File: src/rtl/refill_pkg.sv
// Shared definitions for the cache/DDR line refill engine: FSM encoding,
// burst length width and a constant-evaluable log2 helper.
package refill_pkg;

    typedef enum logic [2:0] {
        IDLE    = 3'd0,
        WB_REQ  = 3'd1,
        WB_DATA = 3'd2,
        RF_REQ  = 3'd3,
        RF_DATA = 3'd4,
        DONE    = 3'd5
    } state_e;

    localparam int BURST_LEN_W = 10;

    function automatic int clog2(input int value);
        int r;
        for (r = 0; (1 << r) < value; r++) begin
        end
        return r;
    endfunction

endpackage

File: src/rtl/cache_ddr_refill_engine_if.sv
// Burst request/data bus between the refill engine (master) and the DDR
// burst controller (slave).
interface cache_ddr_refill_engine_if #(
    parameter int DDR_DATA_WIDTH = 128,
    parameter int DDR_ADDR_WIDTH = 28
);
    import refill_pkg::*;

    logic                      rd_burst_req;
    logic [BURST_LEN_W-1:0]    rd_burst_len;
    logic [DDR_ADDR_WIDTH-1:0] rd_burst_addr;
    logic                      rd_burst_data_valid;
    logic [DDR_DATA_WIDTH-1:0] rd_burst_data;
    logic                      rd_burst_finish;
    logic                      wr_burst_req;
    logic [BURST_LEN_W-1:0]    wr_burst_len;
    logic [DDR_ADDR_WIDTH-1:0] wr_burst_addr;
    logic                      wr_burst_data_req;
    logic [DDR_DATA_WIDTH-1:0] wr_burst_data;
    logic                      wr_burst_finish;

    modport master (
        output rd_burst_req, rd_burst_len, rd_burst_addr,
        input  rd_burst_data_valid, rd_burst_data, rd_burst_finish,
        output wr_burst_req, wr_burst_len, wr_burst_addr,
        input  wr_burst_data_req,
        output wr_burst_data,
        input  wr_burst_finish
    );

    modport slave (
        input  rd_burst_req, rd_burst_len, rd_burst_addr,
        output rd_burst_data_valid, rd_burst_data, rd_burst_finish,
        input  wr_burst_req, wr_burst_len, wr_burst_addr,
        output wr_burst_data_req,
        input  wr_burst_data,
        output wr_burst_finish
    );

endinterface

File: src/rtl/refill_beat_counter.sv
// Beat counter for one line transfer: index, "next increment wraps" flag and
// a sticky full flag once LINE_BEATS increments have been taken.
module refill_beat_counter
    import refill_pkg::*;
#(
    parameter int LINE_BEATS = 8,
    parameter int IDX_W      = clog2(LINE_BEATS)
) (
    input  logic             clk,
    input  logic             rst,
    input  logic             clr,
    input  logic             inc,
    output logic [IDX_W-1:0] count,
    output logic             wrap,
    output logic             full
);

    logic [IDX_W-1:0] count_q;
    logic             full_q;

    assign count = count_q;
    assign full  = full_q;
    assign wrap  = !full_q && (count_q == IDX_W'(LINE_BEATS - 1));

    // Increments are dropped once full so the index never re-walks the line.
    always_ff @(posedge clk or negedge rst) begin
        if (!rst) begin
            count_q <= '0;
            full_q  <= 1'b0;
        end else if (clr) begin
            count_q <= '0;
            full_q  <= 1'b0;
        end else if (inc && !full_q) begin
            count_q <= count_q + IDX_W'(1);
            if (wrap) full_q <= 1'b1;
        end
    end

endmodule

File: src/rtl/cache_ddr_refill_engine.sv
// Cache line refill engine: optional dirty-victim write-back burst followed
// by a line fetch burst. Optional perf counters under REFILL_PERF_CNT_EN.
module cache_ddr_refill_engine
    import refill_pkg::*;
#(
    parameter int DDR_DATA_WIDTH = 128,
    parameter int DDR_ADDR_WIDTH = 28,
    parameter int LINE_BEATS     = 8,
    parameter int ADDR_STRIDE    = 8,
    localparam int IDX_W         = clog2(LINE_BEATS)
) (
    input  logic                      clk,
    input  logic                      rst,
    input  logic                      ddr_ready,
    input  logic                      miss_req,
    input  logic [DDR_ADDR_WIDTH-1:0] miss_line_addr,
    input  logic                      miss_dirty,
    input  logic [DDR_ADDR_WIDTH-1:0] victim_line_addr,
    output logic                      miss_ack,
    output logic                      refill_done,
    output logic                      busy,
    output logic                      err,
    output logic                      cache_rd_en,
    output logic [IDX_W-1:0]          cache_rd_idx,
    input  logic [DDR_DATA_WIDTH-1:0] cache_rd_data,
    output logic                      cache_wr_en,
    output logic [IDX_W-1:0]          cache_wr_idx,
    output logic [DDR_DATA_WIDTH-1:0] cache_wr_data,
`ifdef REFILL_PERF_CNT_EN
    output logic [31:0]               perf_refills,
    output logic [31:0]               perf_writebacks,
    output logic [31:0]               perf_busy_cycles,
`endif
    cache_ddr_refill_engine_if.master ddr
);

    localparam logic [DDR_ADDR_WIDTH-1:0] LINE_MASK =
        ~DDR_ADDR_WIDTH'(LINE_BEATS * ADDR_STRIDE - 1);

    state_e                    state_q, state_d;
    logic [DDR_ADDR_WIDTH-1:0] line_addr_q, victim_addr_q;
    logic                      err_q, err_set;
    logic                      rd_pend_q;
    logic [DDR_DATA_WIDTH-1:0] wr_hold_q;
    logic                      rd_req, wr_req, cnt_clr, wb_inc, rf_inc;
    logic                      wb_wrap, wb_full, rf_wrap, rf_full;

    refill_beat_counter #(.LINE_BEATS(LINE_BEATS), .IDX_W(IDX_W)) u_wb_cnt (
        .clk(clk), .rst(rst), .clr(cnt_clr), .inc(wb_inc),
        .count(cache_rd_idx), .wrap(wb_wrap), .full(wb_full)
    );

    refill_beat_counter #(.LINE_BEATS(LINE_BEATS), .IDX_W(IDX_W)) u_rf_cnt (
        .clk(clk), .rst(rst), .clr(cnt_clr), .inc(rf_inc),
        .count(cache_wr_idx), .wrap(rf_wrap), .full(rf_full)
    );

    always_comb begin
        state_d     = state_q;
        miss_ack    = 1'b0;
        refill_done = 1'b0;
        cache_rd_en = 1'b0;
        cache_wr_en = 1'b0;
        rd_req      = 1'b0;
        wr_req      = 1'b0;
        wb_inc      = 1'b0;
        rf_inc      = 1'b0;
        cnt_clr     = 1'b0;
        err_set     = 1'b0;
        case (state_q)
            IDLE: begin
                if (miss_req && ddr_ready) begin
                    miss_ack = 1'b1;
                    state_d  = miss_dirty ? WB_REQ : RF_REQ;
                end
            end
            WB_REQ: begin
                if (ddr_ready) begin
                    wr_req  = 1'b1;
                    state_d = WB_DATA;
                end
            end
            WB_DATA: begin
                if (ddr.wr_burst_data_req) begin
                    if (wb_full) err_set = 1'b1;
                    else begin
                        cache_rd_en = 1'b1;
                        wb_inc      = 1'b1;
                    end
                end
                if (ddr.wr_burst_finish) begin
                    state_d = RF_REQ;
                    if (!(wb_full || (wb_inc && wb_wrap))) err_set = 1'b1;
                end
            end
            RF_REQ: begin
                if (ddr_ready) begin
                    rd_req  = 1'b1;
                    state_d = RF_DATA;
                end
            end
            RF_DATA: begin
                // A beat arriving with finish is written before the transition.
                if (ddr.rd_burst_data_valid) begin
                    if (rf_full) err_set = 1'b1;
                    else begin
                        cache_wr_en = 1'b1;
                        rf_inc      = 1'b1;
                    end
                end
                if (ddr.rd_burst_finish) begin
                    state_d = DONE;
                    if (!(rf_full || (rf_inc && rf_wrap))) err_set = 1'b1;
                end
            end
            DONE: begin
                refill_done = 1'b1;
                cnt_clr     = 1'b1;
                state_d     = IDLE;
            end
            default: state_d = IDLE;
        endcase
        if (state_q != RF_DATA && (ddr.rd_burst_data_valid || ddr.rd_burst_finish))
            err_set = 1'b1;
        if (state_q != WB_DATA && (ddr.wr_burst_data_req || ddr.wr_burst_finish))
            err_set = 1'b1;
    end

    always_ff @(posedge clk or negedge rst) begin
        if (!rst) begin
            state_q       <= IDLE;
            line_addr_q   <= '0;
            victim_addr_q <= '0;
            err_q         <= 1'b0;
            rd_pend_q     <= 1'b0;
            wr_hold_q     <= '0;
        end else begin
            state_q   <= state_d;
            rd_pend_q <= cache_rd_en;
            if (rd_pend_q) wr_hold_q <= cache_rd_data;
            if (miss_ack) begin
                line_addr_q   <= miss_line_addr & LINE_MASK;
                victim_addr_q <= victim_line_addr & LINE_MASK;
                err_q         <= 1'b0;
            end
            if (err_set) err_q <= 1'b1;
        end
    end

    assign busy              = (state_q != IDLE);
    assign err               = err_q;
    assign cache_wr_data     = cache_wr_en ? ddr.rd_burst_data : '0;
    assign ddr.rd_burst_req  = rd_req;
    assign ddr.rd_burst_len  = BURST_LEN_W'(LINE_BEATS);
    assign ddr.rd_burst_addr = line_addr_q;
    assign ddr.wr_burst_req  = wr_req;
    assign ddr.wr_burst_len  = BURST_LEN_W'(LINE_BEATS);
    assign ddr.wr_burst_addr = victim_addr_q;
    // RAM word is forwarded in the cycle it returns, then held through stalls.
    assign ddr.wr_burst_data = rd_pend_q ? cache_rd_data : wr_hold_q;

`ifdef REFILL_PERF_CNT_EN
    function automatic logic [31:0] sat_inc(input logic [31:0] v);
        return (&v) ? v : v + 32'd1;
    endfunction

    always_ff @(posedge clk or negedge rst) begin
        if (!rst) begin
            perf_refills     <= '0;
            perf_writebacks  <= '0;
            perf_busy_cycles <= '0;
        end else begin
            if (refill_done) perf_refills <= sat_inc(perf_refills);
            if (state_q == WB_DATA && ddr.wr_burst_finish)
                perf_writebacks <= sat_inc(perf_writebacks);
            if (busy) perf_busy_cycles <= sat_inc(perf_busy_cycles);
        end
    end
`endif

endmodule

File: src/flat_wrapper.sv
// flat-port wrapper written by rule: the top's interface ports become plain ports
module cache_ddr_refill_engine_flat import refill_pkg::*;
#(
    parameter int DDR_DATA_WIDTH = 128,
    parameter int DDR_ADDR_WIDTH = 28,
    parameter int LINE_BEATS     = 8,
    parameter int ADDR_STRIDE    = 8,
    localparam int IDX_W         = clog2(LINE_BEATS)
)
  (clk, rst, ddr_ready, miss_req, miss_line_addr, miss_dirty, victim_line_addr, miss_ack, refill_done, busy, err, cache_rd_en, cache_rd_idx, cache_rd_data, cache_wr_en, cache_wr_idx, cache_wr_data, ddr_rd_burst_req, ddr_rd_burst_len, ddr_rd_burst_addr, ddr_rd_burst_data_valid, ddr_rd_burst_data, ddr_rd_burst_finish, ddr_wr_burst_req, ddr_wr_burst_len, ddr_wr_burst_addr, ddr_wr_burst_data_req, ddr_wr_burst_data, ddr_wr_burst_finish);
  cache_ddr_refill_engine_if #(.DDR_DATA_WIDTH(DDR_DATA_WIDTH), .DDR_ADDR_WIDTH(DDR_ADDR_WIDTH)) ddr_i ();
  input  logic clk;
  input  logic rst;
  input  logic ddr_ready;
  input  logic miss_req;
  input  logic [DDR_ADDR_WIDTH-1:0] miss_line_addr;
  input  logic miss_dirty;
  input  logic [DDR_ADDR_WIDTH-1:0] victim_line_addr;
  output logic miss_ack;
  output logic refill_done;
  output logic busy;
  output logic err;
  output logic cache_rd_en;
  output logic [IDX_W-1:0] cache_rd_idx;
  input  logic [DDR_DATA_WIDTH-1:0] cache_rd_data;
  output logic cache_wr_en;
  output logic [IDX_W-1:0] cache_wr_idx;
  output logic [DDR_DATA_WIDTH-1:0] cache_wr_data;
  output wire logic [$bits(ddr_i.rd_burst_req)-1:0] ddr_rd_burst_req;
  output wire logic [$bits(ddr_i.rd_burst_len)-1:0] ddr_rd_burst_len;
  output wire logic [$bits(ddr_i.rd_burst_addr)-1:0] ddr_rd_burst_addr;
  input wire logic [$bits(ddr_i.rd_burst_data_valid)-1:0] ddr_rd_burst_data_valid;
  input wire logic [$bits(ddr_i.rd_burst_data)-1:0] ddr_rd_burst_data;
  input wire logic [$bits(ddr_i.rd_burst_finish)-1:0] ddr_rd_burst_finish;
  output wire logic [$bits(ddr_i.wr_burst_req)-1:0] ddr_wr_burst_req;
  output wire logic [$bits(ddr_i.wr_burst_len)-1:0] ddr_wr_burst_len;
  output wire logic [$bits(ddr_i.wr_burst_addr)-1:0] ddr_wr_burst_addr;
  input wire logic [$bits(ddr_i.wr_burst_data_req)-1:0] ddr_wr_burst_data_req;
  output wire logic [$bits(ddr_i.wr_burst_data)-1:0] ddr_wr_burst_data;
  input wire logic [$bits(ddr_i.wr_burst_finish)-1:0] ddr_wr_burst_finish;
  assign ddr_rd_burst_req = ddr_i.rd_burst_req;
  assign ddr_rd_burst_len = ddr_i.rd_burst_len;
  assign ddr_rd_burst_addr = ddr_i.rd_burst_addr;
  assign ddr_i.rd_burst_data_valid = ddr_rd_burst_data_valid;
  assign ddr_i.rd_burst_data = ddr_rd_burst_data;
  assign ddr_i.rd_burst_finish = ddr_rd_burst_finish;
  assign ddr_wr_burst_req = ddr_i.wr_burst_req;
  assign ddr_wr_burst_len = ddr_i.wr_burst_len;
  assign ddr_wr_burst_addr = ddr_i.wr_burst_addr;
  assign ddr_i.wr_burst_data_req = ddr_wr_burst_data_req;
  assign ddr_wr_burst_data = ddr_i.wr_burst_data;
  assign ddr_i.wr_burst_finish = ddr_wr_burst_finish;
  cache_ddr_refill_engine #(.DDR_DATA_WIDTH(DDR_DATA_WIDTH), .DDR_ADDR_WIDTH(DDR_ADDR_WIDTH), .LINE_BEATS(LINE_BEATS), .ADDR_STRIDE(ADDR_STRIDE)) u_core (.clk(clk), .rst(rst), .ddr_ready(ddr_ready), .miss_req(miss_req), .miss_line_addr(miss_line_addr), .miss_dirty(miss_dirty), .victim_line_addr(victim_line_addr), .miss_ack(miss_ack), .refill_done(refill_done), .busy(busy), .err(err), .cache_rd_en(cache_rd_en), .cache_rd_idx(cache_rd_idx), .cache_rd_data(cache_rd_data), .cache_wr_en(cache_wr_en), .cache_wr_idx(cache_wr_idx), .cache_wr_data(cache_wr_data), .ddr(ddr_i));
endmodule
File: config.mk
export PLATFORM = sky130hd
export DESIGN_NAME = cache_ddr_refill_engine_flat
export DESIGN_NICKNAME = d
export VERILOG_FILES = /design/src/rtl/refill_pkg.sv /design/src/rtl/cache_ddr_refill_engine_if.sv /design/src/rtl/refill_beat_counter.sv /design/src/rtl/cache_ddr_refill_engine.sv /design/src/flat_wrapper.sv
export SDC_FILE = /design/constraint.sdc
export NUM_CORES = 1
export LEC_CHECK = 0
export CELL_PAD_IN_SITES_DETAIL_PLACEMENT = 1
export CELL_PAD_IN_SITES_GLOBAL_PLACEMENT = 1
export CORE_AREA = 2 2 257 259
export DETAILED_ROUTE_END_ITERATION = 8
export DIE_AREA = 0 0 259 261
export PLACE_DENSITY_LB_ADDON = 0.15
export SETUP_SLACK_MARGIN = 0.3
export SKIP_CTS_REPAIR_TIMING = 1
export SLEW_MARGIN = 25
export SYNTH_ARGS = -nofsm -noshare
export SYNTH_HDL_FRONTEND = slang
export SYNTH_SLANG_ARGS = --single-unit
File: constraint.sdc
create_clock -name clk -period 3.6 [get_ports clk]
set_clock_uncertainty 0.05 [all_clocks]
set_input_delay 0.72 -clock clk [delete_from_list [all_inputs] [get_ports clk]]
set_output_delay 0.72 -clock clk [all_outputs]
set_load 0.1 [all_outputs]
# Word-level counts from Yosys, hierarchy flattened

Cells that the tools add are included.

Bits in latches: 0
Memories kept: 0
RAM bits: 0
ROM bits: 0
Input bits: 321
Word-level logic and storage cells: 99
Register bits after elaboration: 185
Output and inout port bits: 346

Shifts and indexed selects: 0
Multiply operators: 0
Equality and inequality tests: 14
Magnitude comparators: 0
Add/sub/neg operators: 2
Reductions and logical operators: 25
Muxes and demuxes: 48
Div/mod/pow operators: 0
Bitwise logic cells: 0

Operators with widths:

| operator                                                                | number |
|---|---|
| 128-bit 2-to-1 mux                                                      | 2 |
| 1-bit 2-to-1 mux                                                        | 34 |
| 3-bit 2-to-1 mux                                                        | 9 |
| 3-bit one-hot mux with 5 select lines                                   | 1 |
| 3-bit equality test, second input constant                              | 4 |
| 2-bit nonzero test                                                      | 5 |
| 1-bit logical AND                                                       | 9 |
| 2-bit inequality test, second input constant                            | 4 |
| 3-bit by 1-bit adder with 3-bit output, second input constant           | 2 |
| 3-bit by 2-bit equality test with 1-bit output, second input constant   | 2 |
| 5-bit AND reduction                                                     | 1 |
| 1-bit logical OR                                                        | 4 |
| 2-bit AND reduction                                                     | 2 |
| 3-bit by 1-bit equality test with 1-bit output, second input constant   | 1 |
| 3-bit zero test                                                         | 1 |
| 3-bit by 2-bit inequality test with 1-bit output, second input constant | 1 |
| 3-bit inequality test, second input constant                            | 1 |
| 3-bit nonzero test                                                      | 1 |
| 1-bit zero test                                                         | 2 |
| 2-bit 2-to-1 mux                                                        | 1 |
| 2-bit by 1-bit inequality test with 1-bit output, second input constant | 1 |
| 1-bit one-hot mux with 2 select lines                                   | 1 |

# Longest topological paths before layout

Depth in word-level cells: 11
Mapped depth: 7

# Cells and area by module

A second synthesis with hierarchy kept.

Cell total of the unflattened synthesis: 617
Area, all modules: 8585.7 sq um

By module, submodules not included:

| module                  | cells each | times used | seq. area each (sq um) | area an instance (sq um) |
|---|---|---|---|---|
| cache_ddr_refill_engine | 579        | 1          | 4429.2                 | 8132.8 |
| refill_beat_counter     | 19         | 2          | 100.1                  | 226.5 |

# Worst setup path after synthesis

No wires, ideal clock.

Path kind: input-to-output
From: input port ddr_rd_burst_data_valid
To: output port cache_wr_data[118]
Arrival: 2278 ps
Buffers on the path: 3
Setup slack: 552 ps
Cell stages on the path: 5
Cells stage by stage: and4b_1 buf_6 buf_8 buf_4 and2_1

Longest elaborated chain between the ends: 3

RTL lines:

| item               | RTL line                       | source |
|---|---|---|
| start: declaration | flat_wrapper.sv:32             | `input wire logic [$bits(ddr_i.rd_burst_data_valid)-1:0] ddr_rd_burst_data_valid;` |
| 1-bit 2-to-1 mux   | cache_ddr_refill_engine.sv:104 | `if (ddr.rd_burst_data_valid) begin` |
| 1-bit 2-to-1 mux   | cache_ddr_refill_engine.sv:70  | `case (state_q)` |
| net cache_wr_en    | flat_wrapper.sv:26             | `output logic cache_wr_en;` |
| 128-bit 2-to-1 mux | cache_ddr_refill_engine.sv:152 | `assign cache_wr_data = cache_wr_en ? ddr.rd_burst_data : '0;` |
| end: declaration   | flat_wrapper.sv:28             | `output logic [DDR_DATA_WIDTH-1:0] cache_wr_data;` |

The timed path passes the listed nets, and every way through them passes these cells.

# Worst setup path after layout

From: register u_core.state_q[0]
To: output port cache_wr_data[45]

Longest elaborated chain between the ends: 3

RTL lines:

| item                     | RTL line                       | source |
|---|---|---|
| start: declaration       | cache_ddr_refill_engine.sv:40  | `state_e state_q, state_d;` |
| start signal: assignment | cache_ddr_refill_engine.sv:138 | `state_q <= state_d;` |
| 3-bit equality test      | cache_ddr_refill_engine.sv:70  |  |
| 1-bit 2-to-1 mux         | cache_ddr_refill_engine.sv:70  |  |
| 128-bit 2-to-1 mux       | cache_ddr_refill_engine.sv:152 |  |

No other way between the ends.

==> impl_metrics.yaml <==
drt:
  drt_iter0_drc: 234
  via_count: 6932
  drc: 0
  routed_via_density: 3.28
  antenna_left: 0
  drt-pass1-iter-count: 4
  drt_wl_total_um: 40300
  route.detailed.wl_per_inst_um: 19.1
power_and_ir_drop:
  p_int_w: 0.00602
  power_frac_clock_pct: 14.0
  ir_drop_mv: 0.565
  power.total_w: 0.0145
  p_switching_w: 0.00847
  powerDensity_mw_per_mm2: 857
  combPwrFrac_pct: 64.8
  seqPwrFrac_pct: 21.2
  power.leakage_nw: 7.48
  swShare_pct: 58.4
sta:
  rsz0062_at_grt: "false"
  fmax_ghz: 0.324
  setup_viol: 0
  period_share_pct: 85.8
  drv_slew: 0
  worst_slew_pin_slew_ns: 1.02
  min_period_ns: 3.09
  max_slew_margin_pct: 31.9
  hold_ws_ns: 0.215
  timing.setup.tns_ns: 0
  hold_viol: 0
synth:
  syn_area_mm2: 0.00820
  synth-seq-cells: 185
  postSynthAreaPerCell_um2: 13.3
  synth_adder_area_share_pct: 0.610
  synth_top_family_by_area: "multiplexers"
  ys_types: 35
  syn-instance-count: 616
  synthArstFlopShare_pct: 100
  ys_warn_count: 0
  synthMuxAreaShare_pct: 24.0
  synth-compound-area-share_pct: 1.21
  seq_area_frac_synth_pct: 56.5
  synth_ff_type: "dfrtp_1"
  synth_xor_area_share_pct: 0
  synth-edff-count: 0
  synthSimpleGateAreaFrac_pct: 12.3
critical_path:
  cpPeakStageDelay_ns: 0.53
  cp-start-kind: "register"
  worstPathCellList: "nor2_4 -> and4b_4 -> buf_12 -> and2_1 -> buf_12"
  cp-end-kind: "output pin"
  crit_fanout: 69
  required_ns: 2.83
  cpMostUsedCell: "buf_12"
  cp.arrival_ns: 2.32
  cpMaxStageDelayCell: "dfrtp_1"
  crit_type: "register to output pin"
clock_tree:
  cts.sinks: 185
  cts.clk_slew.worst_paths_ns: 0.08
  worst_skew_pair.late_latency_ns: 0.47
  clockBufferDepth: 2
  cts-buffers-inserted: 17
  cts_tree: "yes"
  cts-root-buf: "clkbuf_16"
  cts_max_level: 4
finish:
  final_nets: 1557
  seqCellArea_mm2: 0.00463
  final_cell_mix: "clkdlybuf4s50_1 (336), dfrtp_1 (184), mux2_2 (169)"
  utilization_pct: 26.0
  final_common_cell: "clkdlybuf4s50_1"
  fill_cells: 7162
  synthToLayoutAreaGrowth_pct: 106
  fin_cells: 2111
  layout-drive-gt1-share_pct: 40.5
  multiInputGateArea_mm2: 0.00325
min_path:
  hold_class: "input port to async pin"
global_route:
  grt-ovfl-total: 0
  antenna_found_initial: 3
  grtUsageTotal_pct: 11.6
  grt_max_degree: 88
  grt_first_pass_wirelength_um: 56200
  grt_pass1_vias: 7469
placement:
  gp_congestion: 0.709
  port_buffers: 622
  dpl.cell_count: 2077
  place_hpwl_um: 33000
floorplan:
  die_width_um: 259
  start_util_pct: 12.6
  dieArea_mm2: 0.0676
  rows: 94
  die_h_um: 261
  io_pins: 667
  fp.coreArea_mm2: 0.0650
run:
  drv_cap: 0
run_status:
  outcome: "finished, final reports clean"
state kept, by name, summed over array words and instances (netlist names):
signal                    flops
u_core.state_q                3
u_core.rd_pend_q              1
u_core.ddr.rd_burst_addr     22
u_core.err                    1
u_core.u_rf_cnt.count         3
u_core.u_rf_cnt.full          1
u_core.ddr.wr_burst_addr     22
u_core.wr_hold_q            128
u_core.u_wb_cnt.full          1
u_core.u_wb_cnt.count         3
critical path, delay by kind of cell (launching register included):
kind,cells,cell delay (ns)
buf+inv,2,0.44
flops,1,0.53
simple gates,3,0.83
metal layers:
metal	track usage (%)	vias to the layer above	wire [um]
met1	13.5	3424	15600
met3	4.34	26	3070
li1	-	3234	-
met5	0	-	12
met4	3.58	2	471
met2	19.9	246	21100
synthesized netlist by cell type (2+ instances only):
cell type / count / area (um^2)
a21oi_1: 4 / 20.0
nand3_1: 5 / 25.0
dfrtp_1: 185 / 4630
buf_2: 20 / 100
mux2_2: 169 / 1900
mux2i_1: 3 / 30.0
mux2_1: 3 / 33.8
o21ai_0: 5 / 25.0
and2_1: 128 / 801
a31oi_1: 2 / 12.5
conb_1: 2 / 7.51
clkbuf_2: 3 / 15.0
inv_1: 4 / 15.0
clkbuf_1: 10 / 37.5
ha_1: 4 / 50.1
buf_4: 33 / 248
nor2b_1: 2 / 12.5
nor2_1: 5 / 18.8
nand2_1: 13 / 48.8
power by group through the flow:
stage	Combinational [W]	Sequential (W)	Clock (W)
floorplan	0.00519	0.00500	0
global placement	0.00948	0.00310	0
detailed placement	0.00949	0.00312	0
CTS	0.00951	0.00309	0.00217
global route	0.00969	0.00318	0.00225
finish	0.00939	0.00307	0.00203
worst paths after layout:
| check | from | endpoint | slack, ns | cells past startpoint |
|---|---|---|---|---|
| setup / recovery | u_core.state_q[0] | cache_wr_data[45] | 0.51 | 5 |
| hold / removal | rst | u_core.wr_hold_q[102] | 0.22 | 1 |
| setup reg to reg | u_core.state_q[2] | u_core.ddr.rd_burst_addr[21] | 1.48 | 4 |
| hold reg to reg | u_core.ddr.wr_burst_addr[12] | u_core.ddr.wr_burst_addr[12] | 0.45 | 1 |
| max in group asynchronous | rst | u_core.wr_hold_q[103] | 2.40 | 2 |
| min in group clk | u_core.ddr.wr_burst_addr[12] | u_core.ddr.wr_burst_addr[12] | 0.45 | 1 |
metrics by stage:
stage,area [um^2],worst slack (ns)
after detailed placement,16300,0.541
after global routing,16900,0.367
final,16900,0.511
after global placement,16300,0.548
after CTS,16900,0.446
after floorplan,8310,0.552
logic make-up after synthesis:
group,Yosys count
flip-flops,185
multiplexers,175
AND/OR/NAND/NOR,162
buffers and inverters,72
AO/OA/AOI/OAI,16
adder cells (fa/ha/maj),4
other,2
final cells by class:
cell class              count  area share, %
repair buffers            635           43.3
flip-flops and latches    185           27.4
multi-input cells         389           19.2
well taps                 864           6.39
clock buffers              18           2.54
clock inverters            14           1.06
inverters                   4         0.0888
diodes                      2         0.0296
Power figures use the tool's default switching activity.
